**src/rtl/ins_fetch_mem.sv**
```systemverilog
// ins_fetch_mem
//   Writable program memory with a registered, handshaked fetch port and a
//   decoded instruction output. It sits between the PC/sequencer and the
//   control decoder.
//
//   Optional feature: define INS_PARITY_EN to store an even-parity bit with
//   every word and report a mismatch on the registered par_err output.
//
// Ports
//   clk, rst_n              clock (rising edge), async active-low reset
//   load_en/addr/data       program write port; it wins over fetch
//   fetch_req/addr/ready    fetch request handshake from the sequencer
//   ins_valid/ins_ready     one-entry output buffer handshake to the decoder
//   outins                  buffered instruction word
//   opcode, r1, r2          combinational field slices of outins
//   halted, halt_clr        STOP (all-ones) consumed flag and its clear
//   fetch_cnt               accepted-fetch counter, wraps at 16 bits
//   par_err                 (INS_PARITY_EN only) parity mismatch on fetch
//
// Handshake semantics: a transfer on either side happens on the rising edge
// where valid/req and ready are both high. fetch_ready is combinational and
// never depends on fetch_req. ins_valid does not depend on ins_ready. Once
// ins_valid is high, outins holds stable until a consume happens.
module ins_fetch_mem #(
  parameter int DATA_W = 16,
  parameter int ADDR_W = 8,
  parameter int OPC_W  = 8,
  parameter int R1_W   = 6,
  parameter int R2_W   = 8
) (
  input  logic              clk,
  input  logic              rst_n,
  input  logic              load_en,
  input  logic [ADDR_W-1:0] load_addr,
  input  logic [DATA_W-1:0] load_data,
  input  logic              fetch_req,
  input  logic [ADDR_W-1:0] fetch_addr,
  output logic              fetch_ready,
  output logic              ins_valid,
  input  logic              ins_ready,
  output logic [DATA_W-1:0] outins,
  output logic [OPC_W-1:0]  opcode,
  output logic [R1_W-1:0]   r1,
  output logic [R2_W-1:0]   r2,
  output logic              halted,
  input  logic              halt_clr,
  output logic [15:0]       fetch_cnt
`ifdef INS_PARITY_EN
  ,
  output logic              par_err
`endif
);

  localparam int DEPTH = 2 ** ADDR_W;

  // Program storage. It has no reset: contents survive rst_n.
  logic [DATA_W-1:0] mem_q [DEPTH];

  logic              ins_valid_q, ins_valid_d;
  logic [DATA_W-1:0] outins_q,    outins_d;
  logic              halted_q,    halted_d;
  logic [15:0]       fetch_cnt_q, fetch_cnt_d;

  logic accept;
  logic consume;
  logic stop_consume;

`ifdef INS_PARITY_EN
  logic mem_par_q [DEPTH];
  logic par_err_q, par_err_d;
`endif

  always_comb begin
    // Load has priority over fetch, a halt blocks fetch, and a full buffer
    // only accepts when it is being drained in the same cycle.
    fetch_ready  = !load_en && !halted_q && (!ins_valid_q || ins_ready);
    accept       = fetch_req && fetch_ready;
    consume      = ins_valid_q && ins_ready;
    stop_consume = consume && (outins_q == {DATA_W{1'b1}});

    ins_valid_d = ins_valid_q;
    outins_d    = outins_q;
    fetch_cnt_d = fetch_cnt_q;
    halted_d    = halted_q;

    if (accept) begin
      // Covers the consume+accept case: buffer replaced with no bubble.
      ins_valid_d = 1'b1;
      outins_d    = mem_q[fetch_addr];
      fetch_cnt_d = fetch_cnt_q + 16'd1;
    end else if (consume) begin
      // outins keeps its last value; only the valid flag drops.
      ins_valid_d = 1'b0;
    end

    // A STOP consume beats a simultaneous halt_clr.
    if (stop_consume) begin
      halted_d = 1'b1;
    end else if (halt_clr) begin
      halted_d = 1'b0;
    end
  end

`ifdef INS_PARITY_EN
  always_comb begin
    par_err_d = par_err_q;
    if (accept) begin
      par_err_d = (^mem_q[fetch_addr]) != mem_par_q[fetch_addr];
    end
  end
`endif

  always_ff @(posedge clk or negedge rst_n) begin
    if (!rst_n) begin
      ins_valid_q <= 1'b0;
      outins_q    <= '0;
      halted_q    <= 1'b0;
      fetch_cnt_q <= '0;
    end else begin
      ins_valid_q <= ins_valid_d;
      outins_q    <= outins_d;
      halted_q    <= halted_d;
      fetch_cnt_q <= fetch_cnt_d;
    end
  end

  // Storage write port. A fetch is refused in a load cycle, so a read of
  // the same address on the following cycle sees the new word.
  always_ff @(posedge clk) begin
    if (load_en) begin
      mem_q[load_addr] <= load_data;
    end
  end

`ifdef INS_PARITY_EN
  always_ff @(posedge clk) begin
    if (load_en) begin
      mem_par_q[load_addr] <= ^load_data;
    end
  end

  always_ff @(posedge clk or negedge rst_n) begin
    if (!rst_n) begin
      par_err_q <= 1'b0;
    end else begin
      par_err_q <= par_err_d;
    end
  end

  assign par_err = par_err_q;
`endif

  assign ins_valid = ins_valid_q;
  assign outins    = outins_q;
  assign halted    = halted_q;
  assign fetch_cnt = fetch_cnt_q;

  // Field slices may overlap.
  assign opcode = outins_q[DATA_W-1 -: OPC_W];
  assign r1     = outins_q[R1_W-1:0];
  assign r2     = outins_q[R2_W-1:0];

endmodule

```
**config.mk**
```make
export PLATFORM = sky130hd
export DESIGN_NAME = ins_fetch_mem
export DESIGN_NICKNAME = d
export VERILOG_FILES = /design/src/rtl/ins_fetch_mem.sv
export SDC_FILE = /design/constraint.sdc
export NUM_CORES = 2
export LEC_CHECK = 0
export BUFFER_PORTS_ARGS = -buffer_cell sky130_fd_sc_hd__buf_2
export CAP_MARGIN = 15
export CORE_MARGIN = 2
export CORE_UTILIZATION = 65
export CTS_CLUSTER_DIAMETER = 40
export DETAILED_ROUTE_END_ITERATION = 6
export HOLD_SLACK_MARGIN = 0.02
export PLACE_DENSITY = 0.79
export SLEW_MARGIN = 20
export SYNTH_ARGS = -nofsm -noshare
export SYNTH_HDL_FRONTEND = slang
export SYNTH_SLANG_ARGS = --single-unit
```
**constraint.sdc**
```tcl
create_clock -name clk -period 4 [get_ports clk]
set_input_delay 1.2 -clock clk [delete_from_list [all_inputs] [get_ports clk]]
set_output_delay 1.2 -clock clk [all_outputs]
set_load 0.03 [all_outputs]
```
==> impl_metrics.yaml <==
routing:
  drcViolationCount: 16
  drt-total-wl_mm: 470
  ant_nets: 0
  vias: 89100
  drt_iter0_drc: 16300
  viasPerCell: 7.24
  dr.pass1.iters: 7
  routedWlPerCell_um: 38.2
floorplanning:
  initial_core_util: 0.652
  num_rows: 182
  die-area_um2: 250000
  die-height_um: 500
  pin_count: 95
  die_w_um: 500
  coreArea_um2: 245000
pwr:
  leakage_nw: 61.9
  p_switching_mw: 21.7
  clkPwrFrac: 0.453
  power.total_mw: 97.5
  combPwrFrac: 0.055
  switching_share: 0.223
  peakVddDrop_uv: 520
  internal_power_mw: 75.8
  power_frac_seq: 0.492
  p_per_area_nw_per_um2: 523
global_routing:
  antenna_found_initial: 38
  grt_max_degree: 106
  grtUsageTotal: 0.379
  grt_pass1_wl_mm: 661
  first_global_vias: 88900
  grt_remaining_overflow: 0
placement:
  gp_congestion: 1.03
  dp_hpwl_mm: 282
  preCtsSetupSlack_ns: -0.541
  io_buffer_count: 94
synthesis:
  synth_compound_area_frac: 0.0372
  synth_simple_gate_area_share: 0.0205
  synth_flop_cell: "edfxtp_1"
  ys_warn_count: 0
  synth-edff-count: 4096
  avgSynthCellArea_um2: 21.0
  syn_inst: 7615
  netlist_area_um2: 160000
  ys_seq_area_frac: 0.775
  synth.distinct_cells: 70
  synth_top_family_by_area: "multiplexers"
  synth_xor_area_frac: 0.000822
  ys_ff_latch: 4130
  synthMuxAreaShare: 0.146
  async_reset_ff_frac: 0.00823
  syn_nets: 7654
  synth_fa_ha_area_frac: 0.0000783
clock_network:
  clk_latency_ns: 1.05
  clockBufferDepth: 4
  clk_pin_slew_ns: 0.06
  cts_tree: "yes"
  cts_root_buf: "clkbuf_16"
  cts_hold_buf: 0
  ctsResizeCount: 0
  cts_max_level: 5
  cts_setup_buffers: 0
  cts_buffers: 479
  clock_sinks: 4130
layout:
  mostFrequentLayoutCell: "edfxtp_1"
  fill_cells: 12000
  final_net_count: 8709
  multi_input_area_um2: 32900
  mostFrequentLayoutCells: "edfxtp_1, buf_4, mux4_2"
  seqCellArea_um2: 124000
  area_growth_syn_to_layout_pct: 16.6
  drive_above_1_share: 0.283
sta:
  finalSetupTns_ns: 0
  drv_slew: 0
  layout_setup_ws_ns: 0.139
  finClkSkew_ns: 0.0626
  setup_viol: 0
  holdWs_ns: 0.331
  fmax_mhz: 259
  finalCriticalPeriod_ns: 3.86
  finalCritPeriodShare: 0.965
  worstMarginPinSlew_ns: 1.24
  rsz0062_at_grt: "no"
  hold_viol: 0
  slew-limit-headroom: 0.153
worst_setup_path:
  worst_ep_arrival_time_ns: 2.66
  endpoint_kind: "output pin"
  worst-setup-path-type: "register to output pin"
  crit_fanout: 3
  slowest_delay_ns: 0.56
  cp.buffers_inverters: 1
  cp_top_family: "simple AND/OR/NAND/NOR gates"
  cp_cell_sequence: "nand2b_1 > and2_1 > buf_2"
  startpoint_type: "register"
  cp_slowest_cell: "and2_1"
  required_ns: 2.80
run_status:
  failed_checks: "design-rule violations"
  status: "complete, but fails checks"
job:
  maxCapViolations: 0
worst_hold_path:
  hold_path.class: "input port to async pin"
[synth_stat cells, drive strengths merged (4+ instances only)]
cell type  number  area, um2
mux2           16        180
and4            7       66.3
xor2            5       43.8
o22ai         190       1190
and2            6       37.5
a32o            5       50.1
nand2b          7       43.8
a31oi           4       25.0
a2111oi        45        423
a22oi          80        601
or3b            5       43.8
nand4          41        257
nor2          304       1140
or3             4       25.0
a32oi           6       52.6
nor2b          22        138
a211oi         84        631
edfxtp       4096     123000
a211o           4       35.0
nand2         216        811
inv            11       41.3
a21oi         137        686
mux2i         633       6340
mux4          743      16900
and3            6       37.5
buf           320       2630
nand3b          7       56.3
nor4            9       56.3
nand3          66        330
o211ai         17        128
a221oi         37        330
dfrtp          34        851
clkbuf        153        578
a22o           14        123
o221ai        119       1040
o21ai          90        450
nor3           30        150
xnor2          10       87.6
[routing by layer]
layer,track usage,share of wire,vias up
met5,0.00154,0.00047,-
met4,0.232,0.076,30
met3,0.116,0.15,1656
met2,0.566,0.46,8323
met1,0.494,0.32,44900
li1,-,-,34100
[power by group through the flow]
| stage | clock network, mW | logic (mW) | registers [mW] |
|---|---|---|---|
| 2_1_floorplan | 0 | 2.49 | 48.8 |
| 4_1_cts | 44.3 | 5.17 | 47.9 |
| 5_1_grt | 45.8 | 5.41 | 47.9 |
| 3_3_place_gp | 0 | 4.96 | 48.8 |
| 6_report | 44.2 | 5.32 | 48.0 |
| 3_5_place_dp | 0 | 5.07 | 48.9 |
[flip-flops by register name, summed over array words and instances (netlist names)]
signal / cells
mem_q: 4096
fetch_cnt: 16
ins_valid: 1
outins: 16
halted: 1
[cells by family (layout without fill, tap and decap cells)]
| kind of cell | count (synthesis) | in the layout |
|---|---|---|
| simple gates | 740 | 740 |
| compound gates | 852 | 852 |
| buf+inv | 485 | 1940 |
| xor+xnor | 15 | 15 |
| mux | 1392 | 1392 |
| flops | 4130 | 4130 |
| fa+ha+maj | 1 | 1 |
| other cells | 0 | 18 |
[final timing paths]
| check | cells past startpoint | slack [ns] | startpoint | to |
|---|---|---|---|---|
| worst max-delay path | 3 | 0.14 | ins_valid | fetch_ready |
| worst min-delay path | 1 | 0.33 | rst_n | fetch_cnt[6] |
| worst max register to register | 8 | 0.58 | ins_valid | outins[9] |
| worst min register to register | 1 | 0.47 | fetch_cnt[15] | fetch_cnt[15] |
| max in group asynchronous | 1 | 3.02 | rst_n | outins[3] |
| min in group clk | 1 | 0.47 | fetch_cnt[15] | fetch_cnt[15] |
[layout make-up]
cell class / instances / share of cell area
repair buffers: 1048 / 0.0504
diodes: 18 / 0.000242
clock inverters: 336 / 0.0203
multi-input cells: 3000 / 0.176
inverters: 11 / 0.000262
well taps: 3220 / 0.0216
flip-flops and latches: 4130 / 0.665
clock buffers: 545 / 0.0661
[per-stage QoR]
| stage | util | cells | instance area, um2 |
|---|---|---|---|
| CTS | 0.759 | 12300 | 186000 |
| detailed placement | 0.694 | 11400 | 170000 |
| global placement | 0.694 | 11400 | 170000 |
| global route | 0.760 | 12300 | 186000 |
| finish | 0.760 | 12300 | 186000 |
| floorplan | - | 7615 | 160000 |
[worst register-to-register path, delay by kind of cell, from the launching register on]
family | cells | cell delay, ns
buffers and inverters | 2 | 0.51
DFF | 1 | 0.50
and+or+nand+nor | 4 | 1.06
AOI/OAI and AO/OA | 2 | 1.28
Note: power is estimated with default switching activity, not from simulation.
